[src/rtl/race_progress_tracker.sv]
// Per-frame race kinematics: pedal/crash inputs -> speed, accumulated distance, race phase.
// Updates land on the clk edge carrying frame_start; no backpressure, outputs simply hold between frames.
module race_progress_tracker #(
  parameter int FINISH_DISTANCE = 10700,
  parameter int MAX_SPEED       = 16,
  parameter int ACCEL_FRAMES    = 4,
  parameter int BRAKE_STEP      = 2,
  parameter int CRASH_FRAMES    = 60
) (
  input  logic        clk,
  input  logic        resetN,
  input  logic        frame_start,
  input  logic        accelerate,
  input  logic        brake,
  input  logic        crash,
  output logic [31:0] distance_drove,
  output logic [4:0]  speed,
  output logic [1:0]  race_state,
  output logic        race_finished
);

  localparam int STEP_W  = (ACCEL_FRAMES > 1) ? $clog2(ACCEL_FRAMES) : 1;
  localparam int CRASH_W = (CRASH_FRAMES > 1) ? $clog2(CRASH_FRAMES) : 1;

  typedef enum logic [1:0] {
    IDLE     = 2'd0,
    RACING   = 2'd1,
    CRASHED  = 2'd2,
    FINISHED = 2'd3
  } state_t;

  state_t               state_q, state_d;
  logic [31:0]          dist_q, dist_d;
  logic [4:0]           speed_q, speed_d;
  logic [STEP_W-1:0]    step_q, step_d;
  logic [CRASH_W-1:0]   crash_cnt_q, crash_cnt_d;
  logic                 crash_latch_q, crash_latch_d;

  logic [32:0] dist_sum;
  logic [31:0] new_dist;
  logic        crash_seen;
  logic        step_wrap;

  // A crash arriving on the frame_start cycle itself still counts for that frame.
  assign crash_seen = crash_latch_q | crash;
  assign dist_sum   = {1'b0, dist_q} + {28'd0, speed_q};
  assign new_dist   = (dist_sum > 33'h0_7FFF_FFFF) ? 32'h7FFF_FFFF : dist_sum[31:0];
  assign step_wrap  = (step_q == STEP_W'(ACCEL_FRAMES - 1));

  always_comb begin
    state_d       = state_q;
    dist_d        = dist_q;
    speed_d       = speed_q;
    step_d        = step_q;
    crash_cnt_d   = crash_cnt_q;
    crash_latch_d = frame_start ? 1'b0 : (crash_latch_q | crash);

    if (frame_start) begin
      case (state_q)
        IDLE: begin
          if (accelerate) begin
            state_d = RACING;
            speed_d = 5'd0;
            step_d  = '0;
          end
        end
        RACING: begin
          dist_d = new_dist;
          if (new_dist >= 32'(FINISH_DISTANCE)) begin
            speed_d = 5'd0;
            state_d = FINISHED;
          end else if (crash_seen) begin
            speed_d     = 5'd0;
            crash_cnt_d = CRASH_W'(CRASH_FRAMES - 1);
            step_d      = '0;
            state_d     = CRASHED;
          end else if (brake) begin
            speed_d = (speed_q > 5'(BRAKE_STEP)) ? speed_q - 5'(BRAKE_STEP) : 5'd0;
            step_d  = '0;
          end else if (step_wrap) begin
            step_d = '0;
            if (accelerate)
              speed_d = (speed_q >= 5'(MAX_SPEED)) ? 5'(MAX_SPEED) : speed_q + 5'd1;
            else
              speed_d = (speed_q == 5'd0) ? 5'd0 : speed_q - 5'd1;
          end else begin
            step_d = step_q + STEP_W'(1);
          end
        end
        CRASHED: begin
          // Latched crashes are dropped here, so a second hit never extends the hold.
          if (crash_cnt_q == '0)
            state_d = RACING;
          else
            crash_cnt_d = crash_cnt_q - CRASH_W'(1);
        end
        FINISHED: begin
        end
        default: state_d = IDLE;
      endcase
    end
  end

  always_ff @(posedge clk or posedge resetN) begin
    if (resetN) begin
      state_q       <= IDLE;
      dist_q        <= 32'd0;
      speed_q       <= 5'd0;
      step_q        <= '0;
      crash_cnt_q   <= '0;
      crash_latch_q <= 1'b0;
    end else begin
      state_q       <= state_d;
      dist_q        <= dist_d;
      speed_q       <= speed_d;
      step_q        <= step_d;
      crash_cnt_q   <= crash_cnt_d;
      crash_latch_q <= crash_latch_d;
    end
  end

  assign distance_drove = dist_q;
  assign speed          = speed_q;
  assign race_state     = state_q;
  assign race_finished  = (state_q == FINISHED);

endmodule

[config.mk]
export PLATFORM = sky130hd
export DESIGN_NAME = race_progress_tracker
export DESIGN_NICKNAME = d
export VERILOG_FILES = /design/src/rtl/race_progress_tracker.sv
export SDC_FILE = /design/constraint.sdc
export NUM_CORES = 1
export LEC_CHECK = 0
export BUFFER_PORTS_ARGS = -buffer_cell sky130_fd_sc_hd__buf_2
export CAP_MARGIN = 20
export CORE_UTILIZATION = 40
export DETAILED_ROUTE_END_ITERATION = 10
export GPL_TIMING_DRIVEN = 1
export PLACE_DENSITY = 0.69
export SYNTH_ARGS = -nofsm -noshare
export SYNTH_HDL_FRONTEND = slang
export SYNTH_SLANG_ARGS = --single-unit
export TNS_END_PERCENT = 20
[constraint.sdc]
create_clock -name clk -period 7.65 [get_ports clk]
set_input_delay 0.3825 -clock clk [delete_from_list [all_inputs] [get_ports clk]]
set_output_delay 0.3825 -clock clk [all_outputs]
set_load 0.01 [all_outputs]
Word-level counts from Yosys, hierarchy flattened

Index checks and enable logic that the tools add are counted.

Input bits: 6
Flip-flop bits (word level): 48
Logic and storage cells: 66

Add/subtract/negate cells: 6
Reduce and logical (&&, ||, !) cells: 11
Equal/unequal tests: 11
Bitwise logic cells: 1
Muxes and demuxes: 27
Magnitude comparators: 4

Operator list:

| operator                                                                          | count |
|---|---|
| 5-bit two-way mux                                                                 | 9 |
| 32-bit by 5-bit adder with 33-bit output                                          | 1 |
| 33-bit by 31-bit greater-than comparator with 1-bit output, second input constant | 1 |
| 32-bit by 14-bit >= comparator with 1-bit output, second input constant           | 1 |
| 32-bit two-way mux                                                                | 1 |
| 2-bit two-way mux                                                                 | 9 |
| 6-bit two-way mux                                                                 | 3 |
| 6-bit case mux with 2 select lines                                                | 1 |
| 2-bit != test, second input constant                                              | 5 |
| 5-bit case mux with 2 select lines                                                | 1 |
| 5-bit AND reduction                                                               | 2 |
| 4-bit AND reduction                                                               | 2 |
| 2-bit == test, second input constant                                              | 3 |
| 6-bit logical NOT                                                                 | 1 |
| 2-bit case mux with 3 select lines                                                | 1 |
| 6-bit by 1-bit subtractor with 6-bit output, second input constant                | 1 |
| 5-bit by 1-bit adder with 5-bit output, second input constant                     | 1 |
| 5-bit >= comparator, second input constant                                        | 1 |
| 5-bit by 2-bit greater-than comparator with 1-bit output, second input constant   | 1 |
| 5-bit logical NOT                                                                 | 1 |
| 5-bit != test, second input constant                                              | 1 |
| 5-bit by 1-bit subtractor with 5-bit output, second input constant                | 1 |
| 5-bit by 2-bit subtractor with 5-bit output, second input constant                | 1 |
| 2-bit case mux with 2 select lines                                                | 1 |
| 9 further kinds                                                                   | 10 |

Longest topological paths before layout

Gate-level depths: netlist of the first run.

Word-level depth: 8
Depth in mapped cells: 13
Mapped depth without buffers: 11

Worst setup path before layout of the first run

No wires, ideal clock.

Kind: register to register
Start point: register speed_q[0], in the netlist speed[0]
End point: register crash_cnt_q[2]
Library setup time: 0.118 ns
Slack: 4.182 ns
Period minus slack after synthesis: 3.468 ns
Buffers on the path: 1
Stages on the path, launching flop included: 13
Data arrival time: 3.350 ns
Path through: dfrtp_1 ha_1 inv_1 fa_1 nand2b_1 a21oi_1 o2111ai_1 xnor2_1 or4b_1 buf_2 nor3_4 nand4_2 a21o_1

Cells in the longest elaborated chain, start to end: 6

Ends and longest elaborated chain:

| what                                                       | line | source |
|---|---|---|
| start: declaration                                         | 34   | `logic [4:0] speed_q, speed_d;` |
| start signal: assignment                                   | 115  | `speed_q <= speed_d;` |
| 32-bit by 5-bit adder with 33-bit output (*)               | 46   | `assign dist_sum = {1'b0, dist_q} + {28'd0, speed_q};` |
| 33-bit by 31-bit greater-than comparator with 1-bit output | 47   | `assign new_dist = (dist_sum > 33'h0_7FFF_FFFF) ? 32'h7FFF_FFFF : dist_sum[31:0];` |
| 32-bit two-way mux (*)                                     | 47   |  |
| 32-bit by 14-bit >= comparator with 1-bit output (*)       | 69   | `if (new_dist >= 32'(FINISH_DISTANCE)) begin` |
| 2-bit != test (no source line) (*)                         | n/a  |  |
| 5-bit AND reduction (no source line) (*)                   | n/a  |  |
| end signal: assignment                                     | 117  | `crash_cnt_q <= crash_cnt_d;` |
| end: declaration                                           | 36   | `logic [CRASH_W-1:0] crash_cnt_q, crash_cnt_d;` |

Mark *: on every way between the ends. The rest lies on a longest branch, timed or not.
A chain may end at the register's enable or synchronous reset.

Worst setup path after layout of the first run

Start point: register speed_q[0], in the netlist speed[0]
End point: register dist_q[19], in the netlist distance_drove[19]

Cells in the longest elaborated chain, start to end: 3

Ends and longest elaborated chain:

| what                                                       | line | source |
|---|---|---|
| 32-bit by 5-bit adder with 33-bit output (*)               | 46   |  |
| 33-bit by 31-bit greater-than comparator with 1-bit output | 47   |  |
| 32-bit two-way mux (*)                                     | 47   |  |
| end signal: assignment                                     | 114  | `dist_q <= dist_d;` |
| end: declaration                                           | 33   | `logic [31:0] dist_q, dist_d;` |

Marked as above.

==> summary.md, run 1 <==
| Metric | Value |
|---|---|
| DR vias | 4,262 |
| Status | finished clean |
| Overall Global Routing Usage | 0.224 |
| RD Place Congestion | ~0.96 |
| Die H | between 100 and 150 microns |
| Full die area | approximately 11,000 sq um |
| Core area | roughly 9900 sq um |
| Hold WC Path Type | in2async |
| Max Cap Violations | 0 |
| DP HPWL | 8680 microns |
| Sink Count | 48 |
| Pins Over Slew Limit | 0 |
| Sequential area share after synthesis | 0.290 |
| Vias in the first global route | just over 4,000 |
| Post-Route WL | 12,100 microns |
| Tot Pwr | ~1.2 mW |
| Share of cells above drive strength 1 | 0.141 |
| Sequential Power Share | 0.397 |
| Site row count | 36 |
| Post-synth EDFFs | 0 |
| Fin. Hold Viols | 0 |
| Max frequency | between 200 and 250 MHz |
| Worst path required time | 7.85 ns |
| CTS clk-pin slew, worst paths | 0.11 ns |
| Area occupied by multi-input gates | around 2700 sq um |
| Net switching power | approximately 600 uW |
| Post-route setup TNS | 0 ns |
| Post-CTS setup buffers | 0 |
| Top FF cell, synth | dfrtp_1 |
| Unique masters post-synth | 77 |
| Routed len/inst | 17.8 microns |
| WS Path Type | reg2reg |
| Slew headroom | 0.392 |
| Initial antenna violation count | 0 |
| Initial DRC Count | roughly 430 |
| Commonest non-fill, non-tap cell in the layout | a21oi_1 |
| IO Count | between 40 and 50 |
| PD cells | between 200 and 300 nW/um^2 |
| Global Route met2 Usage | 0.346 |
| Hold Slack | ~0.061 ns |
| VDD IR max | 0.0915 mV |
| Synth Register Bits | 48 |
| H-tree levels | 2 |
| Critical path capture point type | flip-flop |
| Period utilization | 0.545 |
| Root buf cell | clkbuf_8 |
| Setup Skew | 0.0141 ns |
| Num CTS Buffers | 5 |
| Global-route layer with the greatest usage | met2 |
| Pleak | between 1.5 and 2 nW |
| Clock latency reported for the late side of the worst-skew pair | ~0.31 ns |
| Port Buffers | 45 |
| GRT Residual Overflow | 0 |
| DRT Pass-1 Iters | 6 |
| Int Pwr | slightly above 600 uW |
| Met3 Usage GRT | 0.0384 |
| Diodes inserted | 0 |
| WP data arrival | about 4.4 ns |
| Register Area | about 1200 sq um |
| Clock power share | 0.132 |
| Ys async rst share | 1.00 |
| DRC violations left | 0 |
| Max Buffers Root-to-Sink | 2 |
| CTS tree | yes |
| Starting Density | 0.418 |
| First-pass GRT wire length | between 15,000 and 20,000 microns |
| Crit Path Max Fanout | 23 |
| Grt met1 use | 0.314 |
| Post-CTS Hold Buffers | 0 |
| Post-cts sizing count | 0 |
| Worst Setup Start Kind | flip-flop |
| Final #Nets | between 500 and 600 |
| DR vias/cell | 6.28 |
| Unrepaired setup endpoints after global routing | false |
| Mapped Avg Cell Area | approximately 8 sq um |
| Net Sw Frac | 0.492 |
| Gate Count Post-Synth | about 530 |
| Setup violators final | 0 |
| Mapped Area | 4140 sq um |
| Area growth, synth to finish | 8.52% |
| Largest net degree at the start of global routing | 49 |
| Fillcell total | between 1,000 and 1,500 |
| Post-route ant nets | 0 |
| Syn. warnings | 0 |
| Comb pwr share | 0.471 |
| Worst-margin pin slew | 0.902 ns |
| Syn Nets | about 550 |
| DIE WIDTH | 104 microns |
| Most frequent cells in the layout | a21oi_1, nor2_1, dfrtp_1 |
| Crit path time final | about 4.2 ns |
[worst max-delay path: stages, from the launching register on]
cell and delay, ns:
dfrtp_1 0.48, ha_1 0.25, inv_1 0.07, fa_1 0.22, nand2b_1 0.21, a21o_1 0.31
a21boi_2 0.16, a2111oi_4 0.66, or2_1 0.72, nand2_2 0.32, or3_4 0.44, o22a_1 0.20
[per-stage QoR]
| stage | area (sq um) | utilization | setup slack [ns] | instances |
|---|---|---|---|---|
| finish | 4490 | 0.453 | 3.48 | 679 |
| global route | 4490 | 0.453 | 3.29 | 679 |
| CTS | 4470 | 0.451 | 3.56 | 678 |
| detailed placement | 4380 | 0.442 | 3.57 | 670 |
| global placement | 4380 | 0.442 | 3.68 | 670 |
| floorplan | 4140 | - | 4.18 | 527 |
[layout make-up]
type / count / share of cell area
sequential: 48 / 0.267
clock inverter: 3 / 0.00529
clock buffer: 5 / 0.0153
tap: 133 / 0.0370
timing repair buffer: 47 / 0.0563
inverter: 15 / 0.0125
multi-input combinational: 428 / 0.606
[logic make-up (layout without fill, tap and decap cells)]
| group | count (synthesis) | count (layout) | share of synthesized area |
|---|---|---|---|
| AOI/OAI and AO/OA | 192 | 192 | 0.308 |
| xor gates and xnor gates | 12 | 12 | 0.0254 |
| adders and majority gates | 15 | 15 | 0.0471 |
| buffers and inverters | 51 | 70 | 0.0520 |
| DFF | 48 | 48 | 0.290 |
| muxes | 2 | 2 | 0.00484 |
| and+or+nand+nor | 207 | 207 | 0.272 |
[sequential cells by signal, summed over array words and instances, names as in the netlist]
signal / flops
speed: 5
step_q: 2
crash_cnt_q: 6
crash_latch_q: 1
race_state: 2
distance_drove: 32
[metal layers]
metal / share of wire / vias to the layer above
li1: - / 2034
met1: 0.44 / 1982
met2: 0.46 / 215
met3: 0.079 / 31
met4: 0.021 / 0
met5: 0 / -
[cells in the mapped netlist, types with 3 or more instances]
cell | instances | share of area
dfrtp_1 | 48 | 0.29
a32oi_1 | 5 | 0.011
xnor2_1 | 8 | 0.017
a21o_1 | 5 | 0.0091
buf_2 | 15 | 0.018
o31ai_1 | 3 | 0.0054
nor4_1 | 10 | 0.015
a21oi_1 | 52 | 0.063
nand4_1 | 13 | 0.020
nor2_1 | 51 | 0.046
inv_1 | 15 | 0.014
xor2_1 | 4 | 0.0085
o22a_1 | 4 | 0.0085
and2_1 | 7 | 0.011
a41oi_1 | 5 | 0.011
a211oi_1 | 9 | 0.016
nand3_1 | 19 | 0.023
clkbuf_1 | 18 | 0.016
o21ai_0 | 42 | 0.051
nor2b_1 | 6 | 0.0091
o21a_1 | 8 | 0.015
and3_1 | 9 | 0.014
nand4_2 | 3 | 0.0091
o211ai_1 | 5 | 0.0091
o2111ai_1 | 8 | 0.017
o21ai_1 | 6 | 0.0073
a31oi_1 | 12 | 0.018
ha_1 | 14 | 0.042
nand2b_1 | 3 | 0.0045
nand2_1 | 41 | 0.037
and4_1 | 3 | 0.0063
nor3_1 | 14 | 0.017
[final timing paths]
path / cells after the start / to / from / slack [ns]
max: 11 / distance_drove[19]$_DFFE_PP0P_ / speed[0]$_DFFE_PP0P_ / 3.48
min: 2 / distance_drove[27]$_DFFE_PP0P_ / resetN / 0.06
max reg2reg: 11 / distance_drove[19]$_DFFE_PP0P_ / speed[0]$_DFFE_PP0P_ / 3.48
min reg2reg: 2 / race_state[1]$_DFFE_PP0P_ / crash_latch_q$_DFF_PP0_ / 0.58
max in group asynchronous: 3 / distance_drove[6]$_DFFE_PP0P_ / resetN / 7.07
min in group clk: 3 / race_state[1]$_DFFE_PP0P_ / crash / 0.36
[power groups by stage]
stage	combinational [mW]	clock (mW)	sequential [mW]
final	0.578	0.162	0.487
after global routing	0.643	0.176	0.503
after CTS	0.572	0.166	0.484
after detailed placement	0.569	0	0.489
after global placement	0.561	0	0.487
after floorplan	0.441	0	0.445
(Power assumes the default switching activity.)
==> run 2, diff against run 1 <==
--- a/config.mk
+++ b/config.mk
@@ -10,7 +10,7 @@
 export CORE_UTILIZATION = 40
 export DETAILED_ROUTE_END_ITERATION = 10
 export GPL_TIMING_DRIVEN = 1
-export PLACE_DENSITY = 0.69
+export PLACE_DENSITY = 0.71
 export SYNTH_ARGS = -nofsm -noshare
 export SYNTH_HDL_FRONTEND = slang
 export SYNTH_SLANG_ARGS = --single-unit
==> constraint.sdc (replaced) <==
create_clock -name clk -period 3.4 [get_ports clk]
set_input_delay 0.17 -clock clk [delete_from_list [all_inputs] [get_ports clk]]
set_output_delay 0.17 -clock clk [all_outputs]
set_load 0.01 [all_outputs]
==> summary.md, run 2 (synthesis results as in run 1) <==
| Metric | Value |
|---|---|
| Period utilization | 0.966 (+0.422) |
| DRT Pass-1 Iters | 8 (+2) |
| Pins Over Slew Limit | 0 (unchanged) |
| Crit Path Max Fanout | 5 (-78%) |
| IO Count | 46 (unchanged) |
| Diodes inserted | 0 (unchanged) |
| Clock latency reported for the late side of the worst-skew pair | 0.32 ns (about the same) |
| Share of cells above drive strength 1 | 0.230 (+0.0890) |
| Sink Count | 48 (unchanged) |
| DR vias/cell | 6.32 (+0.72%) |
| Area growth, synth to finish | 19.3% |
| Full die area | 10,800 sq um (unchanged) |
| CTS tree | yes |
| Max FFs per register | 32 (unchanged) |
| GRT Residual Overflow | 0 (unchanged) |
| Num CTS Buffers | 5 (unchanged) |
| Fin area | 4940 sq um (+9.9%) |
| Root buf cell | clkbuf_8 |
| Slew headroom | 0.324 (-0.0682) |
| Critical path capture point type | flip-flop |
| Die H | 104 microns (unchanged) |
| CTS clk-pin slew, worst paths | 0.11 ns (about the same) |
| RD Place Congestion | 1.03 (+7.2%) |
| Net Sw Frac | 0.474 (-0.0182) |
| First-pass GRT wire length | 21,400 microns (+7.2%) |
| Final #Nets | 607 (+7.2%) |
| H-tree levels | 2 (unchanged) |
| Reg2reg setup slack | 0.12 ns (-3.37 ns) |
| WS Path Type | reg2reg |
| DIE WIDTH | 104 microns (unchanged) |
| Initial antenna violation count | 0 (unchanged) |
| CP Cell Sequence | ha_2 > inv_1 > fa_1 > nand2b_4 > a21oi_4 > o2111ai_2 > xnor2_1 > or4b_4 > buf_4 > nor4_2 > a32oi_1 > o21ai_1 |
| VDD IR max | 0.264 mV (+190%) |
| Site row count | 36 (unchanged) |
| DRC violations left | 0 (unchanged) |
| Port Buffers | 45 (unchanged) |
| Max frequency | 304 MHz (+27%) |
| Status | finished clean |
| Overall Global Routing Usage | 0.242 (+0.0181) |
| Worst Setup Start Kind | flip-flop |
| Worst path slowest cell | or4b_4 |
| Max incr delay on CP | 0.55 ns (-0.17 ns) |
| DR vias | 4,552 (+6.8%) |
| Fillcell total | 954 (-6.1%) |
| Setup violators final | 0 (unchanged) |
| Comb pwr share | 0.523 (+0.052) |
| PD cells | 616 nW/um^2 (+130%) |
| Starting Density | 0.418 (unchanged) |
| Post-route ant nets | 0 (unchanged) |
| Core area | 9910 sq um (unchanged) |
| Setup Skew | 0.0140 ns (-0.0000756 ns) |
| DP HPWL | 9600 microns (+11%) |
| Int Pwr | 1.60 mW (+160%) |
| Clock power share | 0.147 (+0.015) |
| Most frequent cells in the layout | a21oi_1, nor2_1, dfrtp_1 |
| Placed cell areas | 4660 sq um (+6.4%) |
| Net switching power | 1.44 mW (+140%) |
| Sequential Power Share | 0.330 (-0.067) |
| Fin. Hold Viols | 0 (unchanged) |
| Vias in the first global route | 4,355 (+7.9%) |
| Post-Route WL | 13,100 microns (+8.1%) |
| WP data arrival | 3.52 ns (-0.85 ns) |
| Routed len/inst | 18.2 microns (+1.9%) |
| Finished Core Util | 0.498 (+0.0451) |
| Largest net degree at the start of global routing | 49 (unchanged) |
| Post-route setup TNS | 0 ns (unchanged) |
| Crit path time final | 3.28 ns (-0.882 ns) |
| Max Buffers Root-to-Sink | 2 (unchanged) |
| Hold WC Path Type | in2reg |
| Pleak | 1.90 nW (+14%) |
| Worst path required time | 3.63 ns (-4.22 ns) |
| Worst-margin pin slew | 1.00 ns (+0.101 ns) |
| Initial DRC Count | 348 (-19%) |
| Max Cap Violations | 0 (unchanged) |
[run 2: through the flow]
stage | setup WS (ns) | instances | hold slack (ns) | total power [mW]
final | 0.115 | 720 | 0.152 | 3.04
after global placement | 0.0723 | 707 | 0.464 | 2.47
after floorplan | 0.0463 | 527 | 0.342 | 2.00
after global routing | -0.0502 | 720 | 0.185 | 3.26
after CTS | 0.00725 | 715 | 0.147 | 2.97
after detailed placement | -0.0168 | 707 | 0.487 | 2.52
[run 2: path summary, 6_finish.rpt]
| path | from | end | cells after the start |
|---|---|---|---|
| min reg2reg | crash_latch_q$_DFF_PP0_ | race_state[1]$_DFFE_PP0P_ | 2 |
| max in group asynchronous | resetN | distance_drove[4]$_DFFE_PP0P_ | 4 |
| min | crash | race_state[1]$_DFFE_PP0P_ | 3 |
| max reg2reg | distance_drove[0]$_DFFE_PP0P_ | speed[4]$_DFFE_PP0P_ | 12 |
| max | distance_drove[0]$_DFFE_PP0P_ | speed[4]$_DFFE_PP0P_ | 12 |
| min in group asynchronous | resetN | distance_drove[26]$_DFFE_PP0P_ | 3 |
[run 2: cell type report]
| type | count | area (sq um) | area share |
|---|---|---|---|
| multi-input combinational | 428 | 2840 | 0.574 |
| sequential | 48 | 1200 | 0.243 |
| timing repair buffer | 88 | 563 | 0.114 |
| tap | 133 | 166 | 0.0337 |
| clock buffer | 5 | 68.8 | 0.0139 |
| inverter | 15 | 56.3 | 0.0114 |
| clock inverter | 3 | 46.3 | 0.00937 |
[run 2: timing repair]
item,CTS,global route
hold buffers,0,1
resized for setup,3,18
endpoints found under the setup margin,2,15
endpoints found under the hold margin,0,19
setup buffers,0,3
pin swaps,2,3
[run 2: worst max-delay path: cells and delay by family (launching register included)]
family	cells	cell delay, ns
XOR/XNOR	1	0.19
buffers and inverters	2	0.24
AO/OA/AOI/OAI	4	0.68
flip-flops	1	0.39
adder cells (fa/ha/maj)	2	0.65
AND/OR/NAND/NOR	3	1.06
[run 2: power groups by stage]
stage               combinational (mW)  sequential [mW]  clock (mW)
finish                            1.59             1.00       0.446
global route                      1.75             1.04       0.472
CTS                               1.52            0.998       0.448
detailed placement                1.51             1.01           0
global placement                  1.47             1.00           0
floorplan                        0.995             1.00           0
[run 2: routing by layer]
metal,GRT usage,share of wire
met5,0,0
met4,0.0816,0.018
met3,0.0428,0.072
met2,0.383,0.47
met1,0.333,0.44
